`src/rtl/merge_fetch_arbiter.sv`:
```
// merge_fetch_arbiter
//   Feeds the four coordinate inputs of a quaternary merge tree. Holds one
//   fiber descriptor per lane, issues tagged 64-bit reads through one shared
//   memory port (round-robin, credit limited to DEPTH per lane), and buffers
//   returning coordinates in a per-lane prefetch FIFO whose head is shown to
//   the merger.
// Ports:
//   clock, reset              rising-edge clock, synchronous active-high reset
//   start                     load descriptors (ignored while busy)
//   base_addr, fiber_len      packed per-lane descriptors
//   mem_req_*                 read request channel (valid/ready, addr, lane tag)
//   mem_rsp_*                 read response channel (valid, lane tag, data)
//   coord_0..coord_3          lane heads, all-ones sentinel once exhausted
//   heads_valid               every lane has a real head or is exhausted
//   fetch_next                per-lane pop requests from the merger
//   busy, done                running flag, one-cycle completion pulse
module merge_fetch_arbiter #(
  parameter int DEPTH  = 2,
  parameter int ADDR_W = 32,
  parameter int LEN_W  = 16
) (
  input  logic                clock,
  input  logic                reset,
  input  logic                start,
  input  logic [4*ADDR_W-1:0] base_addr,
  input  logic [4*LEN_W-1:0]  fiber_len,
  output logic                mem_req_valid,
  input  logic                mem_req_ready,
  output logic [ADDR_W-1:0]   mem_req_addr,
  output logic [1:0]          mem_req_lane,
  input  logic                mem_rsp_valid,
  input  logic [1:0]          mem_rsp_lane,
  input  logic [63:0]         mem_rsp_data,
  output logic [63:0]         coord_0,
  output logic [63:0]         coord_1,
  output logic [63:0]         coord_2,
  output logic [63:0]         coord_3,
  output logic                heads_valid,
  input  logic [3:0]          fetch_next,
  output logic                busy,
  output logic                done
);

  localparam int PW = (DEPTH > 1) ? $clog2(DEPTH) : 1;
  localparam int CW = $clog2(DEPTH + 1);
  localparam int SW = CW + 1;
  localparam logic [63:0] SENTINEL = '1;

  typedef enum logic {IDLE, RUN} state_t;
  state_t state, state_next;

  logic [ADDR_W-1:0] addr      [4];
  logic [LEN_W-1:0]  issue_cnt [4];
  logic [CW-1:0]     outst     [4];
  logic [CW-1:0]     occ       [4];
  logic [PW-1:0]     rd_ptr    [4];
  logic [PW-1:0]     wr_ptr    [4];
  logic [63:0]       buffer    [4][DEPTH];
  logic [63:0]       coord     [4];

  logic [1:0]        rr_ptr;
  logic              hold_valid;
  logic [1:0]        hold_lane;
  logic [ADDR_W-1:0] hold_addr;

  logic [3:0]        eligible, exhausted, nonempty, push, pop, grant_hit;
  logic              grant_any, accept, all_exh;
  logic [1:0]        grant_lane, req_lane;
  logic [ADDR_W-1:0] req_addr;

  function automatic logic [PW-1:0] ptr_inc(input logic [PW-1:0] p);
    return (p == PW'(DEPTH - 1)) ? '0 : p + 1'b1;
  endfunction

  always_comb begin
    eligible  = '0;
    exhausted = '0;
    nonempty  = '0;
    push      = '0;
    for (int unsigned i = 0; i < 4; i++) begin
      nonempty[i]  = (occ[i] != '0);
      exhausted[i] = (issue_cnt[i] == '0) && (outst[i] == '0) && !nonempty[i];
      eligible[i]  = (state == RUN) && (issue_cnt[i] != '0) &&
                     (({1'b0, occ[i]} + {1'b0, outst[i]}) < SW'(DEPTH));
      // Pushes are only taken for lanes with a read in flight, so responses
      // from a run aborted by reset cannot corrupt a later run's FIFO.
      push[i]      = (state == RUN) && mem_rsp_valid && (mem_rsp_lane == 2'(i)) &&
                     (outst[i] != '0);
    end
  end

  always_comb begin
    logic [1:0] cand;
    grant_any  = 1'b0;
    grant_lane = rr_ptr;
    cand       = rr_ptr;
    for (int unsigned k = 0; k < 4; k++) begin
      cand = rr_ptr + 2'(k);
      if (!grant_any && eligible[cand]) begin
        grant_any  = 1'b1;
        grant_lane = cand;
      end
    end
  end

  // A request that has been shown but not accepted is frozen in the hold
  // registers, so later pops cannot change the presented lane or address.
  always_comb begin
    req_lane      = hold_valid ? hold_lane : grant_lane;
    req_addr      = hold_valid ? hold_addr : addr[grant_lane];
    mem_req_valid = (state == RUN) && (hold_valid || grant_any);
    mem_req_lane  = mem_req_valid ? req_lane : '0;
    mem_req_addr  = mem_req_valid ? req_addr : '0;
    accept        = mem_req_valid && mem_req_ready;
    for (int unsigned i = 0; i < 4; i++) begin
      grant_hit[i] = accept && (req_lane == 2'(i));
    end
  end

  always_comb begin
    all_exh     = &exhausted;
    busy        = (state == RUN);
    heads_valid = (state == RUN) && (&(nonempty | exhausted));
    done        = (state == RUN) && all_exh;
    pop         = '0;
    for (int unsigned i = 0; i < 4; i++) begin
      pop[i]   = heads_valid && fetch_next[i] && nonempty[i];
      coord[i] = nonempty[i] ? buffer[i][rd_ptr[i]] : SENTINEL;
    end
    state_next = state;
    case (state)
      IDLE:    if (start)   state_next = RUN;
      RUN:     if (all_exh) state_next = IDLE;
      default: state_next = IDLE;
    endcase
  end

  assign coord_0 = coord[0];
  assign coord_1 = coord[1];
  assign coord_2 = coord[2];
  assign coord_3 = coord[3];

  always_ff @(posedge clock) begin
    if (reset) begin
      state      <= IDLE;
      rr_ptr     <= '0;
      hold_valid <= 1'b0;
      hold_lane  <= '0;
      hold_addr  <= '0;
      for (int unsigned i = 0; i < 4; i++) begin
        addr[i]      <= '0;
        issue_cnt[i] <= '0;
        outst[i]     <= '0;
        occ[i]       <= '0;
        rd_ptr[i]    <= '0;
        wr_ptr[i]    <= '0;
      end
    end else begin
      state <= state_next;
      if (state == IDLE) begin
        hold_valid <= 1'b0;
        if (start) begin
          for (int unsigned i = 0; i < 4; i++) begin
            addr[i]      <= base_addr[i*ADDR_W +: ADDR_W];
            issue_cnt[i] <= fiber_len[i*LEN_W +: LEN_W];
            outst[i]     <= '0;
            occ[i]       <= '0;
            rd_ptr[i]    <= '0;
            wr_ptr[i]    <= '0;
          end
        end
      end else begin
        hold_valid <= mem_req_valid && !mem_req_ready;
        if (mem_req_valid && !mem_req_ready) begin
          hold_lane <= req_lane;
          hold_addr <= req_addr;
        end
        if (accept) rr_ptr <= req_lane + 2'd1;
        for (int unsigned i = 0; i < 4; i++) begin
          if (grant_hit[i]) begin
            addr[i]      <= addr[i] + ADDR_W'(8);
            issue_cnt[i] <= issue_cnt[i] - LEN_W'(1);
          end
          if (grant_hit[i] && !push[i])      outst[i] <= outst[i] + 1'b1;
          else if (!grant_hit[i] && push[i]) outst[i] <= outst[i] - 1'b1;
          if (push[i] && !pop[i])            occ[i] <= occ[i] + 1'b1;
          else if (pop[i] && !push[i])       occ[i] <= occ[i] - 1'b1;
          if (push[i]) wr_ptr[i] <= ptr_inc(wr_ptr[i]);
          if (pop[i])  rd_ptr[i] <= ptr_inc(rd_ptr[i]);
        end
      end
    end
  end

  always_ff @(posedge clock) begin
    for (int unsigned i = 0; i < 4; i++) begin
      if (push[i]) buffer[i][wr_ptr[i]] <= mem_rsp_data;
    end
  end

endmodule

```
`config.mk`:
```
export PLATFORM = sky130hd
export DESIGN_NAME = merge_fetch_arbiter
export DESIGN_NICKNAME = d
export VERILOG_FILES = /design/src/rtl/merge_fetch_arbiter.sv
export SDC_FILE = /design/constraint.sdc
export NUM_CORES = 1
export LEC_CHECK = 0
export CAP_MARGIN = 40
export CORE_ASPECT_RATIO = 0.5
export CORE_MARGIN = 5
export CORE_UTILIZATION = 60
export CTS_BUF_LIST = sky130_fd_sc_hd__clkbuf_4 sky130_fd_sc_hd__clkbuf_8 sky130_fd_sc_hd__clkbuf_16
export CTS_CLUSTER_DIAMETER = 40
export DETAILED_ROUTE_END_ITERATION = 10
export DONT_BUFFER_PORTS = 1
export GPL_ROUTABILITY_DRIVEN = 0
export PLACE_DENSITY_LB_ADDON = 0.1
export SLEW_MARGIN = 15
export SYNTH_ARGS = -nofsm -noshare
export SYNTH_HDL_FRONTEND = slang
export SYNTH_SLANG_ARGS = --single-unit
```
`constraint.sdc`:
```
create_clock -name clock -period 8.28 [get_ports clock]
set_input_delay 2.07 -clock clock [delete_from_list [all_inputs] [get_ports clock]]
set_output_delay 2.07 -clock clock [all_outputs]
set_load 0.005 [all_outputs]
```
# Word-level counts from Yosys, hierarchy flattened
# Memory sizes are Yosys's and may differ from the RTL's.
# Index checks and enable logic that the tools add are counted.
op_classes:
  n_eq_ne: 6
  n_bitwise: 66
  addsub: 40
  reduce_logical: 116
  n_lt_le_gt_ge: 20
  n_mux: 248
ops:
  columns: ["op", "count"]
  rows:
  - ["2-to-1 mux 128 bit", 10]
  - ["2-to-1 mux 64 bit", 20]
  - ["OR reduction 128 bit", 3]
  - ["2-to-1 mux 32 bit", 10]
  - ["demux 64 bit (select 1 bit)", 4]
  - ["2-to-1 mux 1 bit", 159]
  - ["adder 32 x 4 -> 32 bit (second input constant)", 4]
  - ["2-to-1 mux 16 bit", 8]
  - ["logical AND 1 bit", 65]
  - ["zero test 16 bit", 4]
  - ["2-to-1 mux 2 bit", 32]
  - ["nonzero test 16 bit", 4]
  - ["subtractor 16 x 1 -> 16 bit (second input constant)", 4]
  - ["bitwise OR 1 bit", 56]
  - ["adder 2 x 1 -> 2 bit (second input constant)", 10]
  - ["zero test 1 bit", 20]
  - ["greater-or-equal comparator 2 bit (second input constant)", 8]
  - ["NOT 1 -> 2 bit", 8]
  - ["nonzero test 2 bit", 8]
  - ["subtractor 2 x 1 -> 2 bit (second input constant)", 8]
  - ["adder 2 x 2 -> 3 bit", 4]
  - ["zero test 2 bit", 6]
  - ["< comparator 2 x 3 -> 1 bit (second input constant)", 4]
  - ["< comparator 3 x 2 -> 1 bit (second input constant)", 4]
  - ["13 further kinds", 33]
totals:
  output_inout_bits: 294
  in_bits: 267
  word_cells: 508
  reg_bits: 38
  mem_count: 7
  ram_bits: 728
memory_table:
  columns: ["name", "depth", "word_bits", "rd", "rd_clocked_by_memory_dff", "write_ports", "line", "text"]
  rows:
  - ["buffer", 4, 128, 4, 0, 1, "58", "logic [63:0] buffer [4][DEPTH];"]
  - ["addr", 4, 32, 5, 0, 4, "52", "logic [ADDR_W-1:0] addr [4];"]
  - ["issue_cnt", 4, 16, 4, 0, 4, "53", "logic [LEN_W-1:0] issue_cnt [4];"]
  - ["occ", 4, 2, 4, 0, 4, "55", "logic [CW-1:0] occ [4];"]
  - ["outst", 4, 2, 4, 0, 4, "54", "logic [CW-1:0] outst [4];"]
  - ["rd_ptr", 4, 1, 4, 0, 4, "56", "logic [PW-1:0] rd_ptr [4];"]
  - ["+1 memories", null, null, null, null, null, null, null]

# Depth between registers and ports, before layout
depth:
  depth_word: 27
  depth_mapped: 19
  depth_no_buf: 18

# Worst setup path before layout
# OpenSTA, ideal clock, no wires.
synth_timing:
  path_type: "register to register"
  startpoint: "memory outst[3][0] in the netlist's numbering"
  endpoint: "memory addr[2][10], enable pin"
  t_arrival_ns: 5.764
  stages_incl_launch_ff: 13
  path_slack_ns: 2.006
  cell_sequence: "edfxtp_1 > and2_1 > fa_1 > nor3b_1 > a21boi_2 > o221ai_1 > or2_1 > buf_4 > o21a_2 > inv_2 > ha_1 > inv_1 > o21ai_0"
synth_rtl:
  columns: ["item", "line"]
  rows:
  - ["from (decl)", "54"]
  - ["to (decl)", "52"]

==> summary.txt <==
Die
  – Die W: 350 um
  – Core Area: 57,200 sq um
  – Starting Density: 60.6%
  – Site Rows: 62
  – Num ports: 561
  – Die area: 63,000 sq um
  – Die height: 180 um

STA
  – Final min period: 6360 ps
  – Layout Skew: 24.9 ps
  – Setup tns final: 0 ps
  – Final hold violations: 0
  – Tcrit/Tclk final: 76.8%
  – RSZ-0062 raised after global routing: no
  – Max-slew violations: 0
  – Worst Tran Pin Value: 854 ps
  – # setup viols final: 0
  – Slew headroom: 43.0%
  – Max Fclk: 157 MHz

Power and ir drop
  – NetSw: 0.00205 W
  – Max IR drop VDD: 0.178 mV
  – Clock power frac: 37.6%
  – Gate power share: 9.3%
  – Sequential power share: 53.1%
  – PD cells: 223 nW/um^2
  – Switching part of the total power: 24.1%
  – P_leak: 13.2 nW
  – Int Pwr: 0.00644 W
  – Tot Pwr: 0.00849 W

Synth
  – FF+latch count, synth: 766
  – Synthesized Nets: 2,887
  – Synthesized area per cell: 13.3 sq um
  – Synth warn: 0
  – Ys flop type: edfxtp_1
  – Fraction of registers with async set/reset: 0%
  – Post-Syn Area: 34,700 sq um
  – Post-synth EDFFs: 726
  – Sequential area share after synthesis: 65.2%
  – Synth cell types: 69
  – Post-synthesis cell count: 2,600

Clock tree
  – Clock root buffer: clkbuf_16
  – CTS Sinks: 766
  – TritonCTS Buffers: 70
  – Post-CTS sizing: 0
  – Post-CTS setup buffer count: 0
  – Clock transition at path regs: 60 ps
  – Deepest clock path buffer count: 3
  – Number of H-tree levels: 3
  – CTS tree: built
  – Cts hold-fix bufs: 0
  – Latest clock arrival within the worst-skew pair: 610 ps

Global routing
  – Vias in the first global route: 20,600
  – First-pass GRT wire length: 132,000 um
  – Total Routing Usage GR: 27.8%
  – Largest net degree at the start of global routing: 80
  – Initial antenna violation count: 7
  – Total gr overflow: 0

Routing
  – Vias per cell: 6.24
  – Remaining DRCs: 0
  – Drt initial violations: 1,898
  – Routed length per instance: 26.5 um
  – DR vias: 21,200
  – First drt pass iteration count: 6
  – Routed WL: 89,800 um
  – Remaining antenna violation count after routing: 0

Critical path
  – Worst setup EP type: output port
  – FF-to-FF setup slack: 3140 ps
  – CP arrival: 4290 ps
  – R2R Path End: addr[1][30]
  – CP Launch Type: register
  – R2R depth: 16
  – Worst EP required: 6210 ps
  – Worst-path fanout max: 40
  – Crit. Startpoint: issue_cnt[0][5]
  – Worst r2r src: occ[0][0]
  – Setup crit end: mem_req_addr[5]
  – CP Class: register to output port

Place
  – PortBufs: 0
  – HPWL after DPL: 59,500 um

Cells and area
  – Area of the multi-input gates: 11,400 sq um
  – Commonest non-fill, non-tap cell in the layout: edfxtp_1
  – Most frequent cells in the layout: edfxtp_1, nand2_1, nor2b_1, a211o_1, mux2i_1
  – Layout cells sized above 1: 8.06%
  – Filler cell count in the final layout: 4,119
  – Post-layout net count: 2,856
  – Reg area: 22,600 sq um
  – P&R area growth vs syn: 9.80%

Worst hold path
  – HP Class: register to register
  – Hold path start: hold_addr[11]

Outcome
  – Status: finished, final reports clean

Flow run
  – Max cap viols: 0
## worst min-delay path by stage
stage                         end  slack (ps)  cells after the start
floorplan            hold_addr[0]         450                      1
global placement    hold_addr[10]         460                      1
detailed placement  hold_addr[15]         460                      1
CTS                 hold_addr[17]         480                      1
global route         hold_addr[6]         490                      1
finish              hold_addr[11]         480                      1
## per-stage QoR
step | instances | hold slack, ps | worst slack [ps] | instance area, sq um | utilization, %
after floorplan | 2600 | 450 | 2010 | 34700 | -
after global placement | 3242 | 462 | 2670 | 35400 | 61.8
after detailed placement | 3262 | 464 | 2650 | 35800 | 62.5
after CTS | 3384 | 482 | 1970 | 38000 | 66.4
after global routing | 3394 | 492 | 1630 | 38100 | 66.5
final | 3395 | 478 | 1920 | 38100 | 66.5
## power by group through the flow
| stage | Clock (W) | Combinational [W] | Sequential (W) |
|---|---|---|---|
| 4_1_cts | 0.00325 | 0.000793 | 0.00451 |
| 3_5_place_dp | 0 | 0.000789 | 0.00459 |
| 2_1_floorplan | 0 | 0.000583 | 0.00454 |
| 6_report | 0.00319 | 0.000792 | 0.00451 |
| 5_1_grt | 0.00342 | 0.000854 | 0.00452 |
| 3_3_place_gp | 0 | 0.000755 | 0.00459 |
## layer usage
metal | vias to the layer above | global-route usage [%] | routed length [um]
met4 | 0 | 12.9 | 4550
met2 | 729 | 48.3 | 46400
met3 | 203 | 5.46 | 5310
li1 | 9694 | - | -
met1 | 10600 | 33.6 | 33600
met5 | - | 0 | 0
## Yosys cell counts (all sizes together) (3+ instances only)
| cell | instances | area, sq um |
|---|---|---|
| or2 | 9 | 56.3 |
| and3 | 30 | 188 |
| ha | 16 | 200 |
| nor3 | 37 | 185 |
| or4 | 7 | 56.3 |
| a211o | 192 | 1680 |
| nand2b | 5 | 31.3 |
| mux2i | 166 | 1660 |
| edfxtp | 726 | 21800 |
| nor4 | 17 | 121 |
| buf | 53 | 250 |
| xnor2 | 91 | 797 |
| nor4b | 4 | 35.0 |
| nand4 | 7 | 43.8 |
| or3 | 14 | 87.6 |
| inv | 47 | 176 |
| o31ai | 3 | 22.5 |
| fa | 4 | 80.1 |
| nand3b | 7 | 52.6 |
| and4 | 3 | 26.3 |
| dfxtp | 40 | 801 |
| nand2 | 234 | 878 |
| a21boi | 4 | 37.5 |
| xor2 | 77 | 674 |
| a21oi | 11 | 55.1 |
| clkbuf | 105 | 398 |
| nor2b | 195 | 1220 |
| nor3b | 8 | 60.1 |
| and2 | 22 | 138 |
| a211oi | 18 | 135 |
| nand3 | 76 | 385 |
| nor2 | 109 | 409 |
| a22o | 132 | 1160 |
| o21ai | 99 | 495 |
## state kept, by name, indices dropped and copies added, names as in the netlist
| register | flops |
|---|---|
| occ | 8 |
| hold_lane | 2 |
| buffer | 512 |
| rr_ptr | 2 |
| addr | 128 |
| busy | 1 |
| wr_ptr | 4 |
| hold_addr | 32 |
| issue_cnt | 64 |
| rd_ptr | 4 |
| hold_valid | 1 |
| outst | 8 |
## cell type report
| cell class | count | area share (%) |
|---|---|---|
| Sequential cell | 766 | 59.4 |
| Multi-Input combinational cell | 1629 | 29.9 |
| Clock buffer | 90 | 5.06 |
| Tap cell | 768 | 2.52 |
| Timing Repair Buffer | 55 | 1.84 |
| Clock inverter | 32 | 0.776 |
| Inverter | 47 | 0.463 |
| Antenna cell | 8 | 0.0526 |
## critical path, stage by stage (launching register included)
cell	delay (ps)
edfxtp_1	470
nor4_1	680
nand4_1	410
nand2_1	280
a2bb2oi_1	200
o21ai_1	110
nor2_4	110
buf_4	420
buf_16	330
mux2i_1	240
mux2i_1	120
a22o_1	290
## cell families (layout without fill, tap and decap cells)
| logic type | Yosys count | count (layout) | synth area share [%] |
|---|---|---|---|
| mux | 168 | 168 | 4.86 |
| other cells | 0 | 8 | 0 |
| fa+ha+maj | 20 | 20 | 0.808 |
| compound gates | 485 | 485 | 11.0 |
| xor+xnor | 168 | 168 | 4.24 |
| buf+inv | 205 | 224 | 2.38 |
| simple gates | 788 | 788 | 11.6 |
| flops | 766 | 766 | 65.2 |
(Power assumes the default switching activity.)
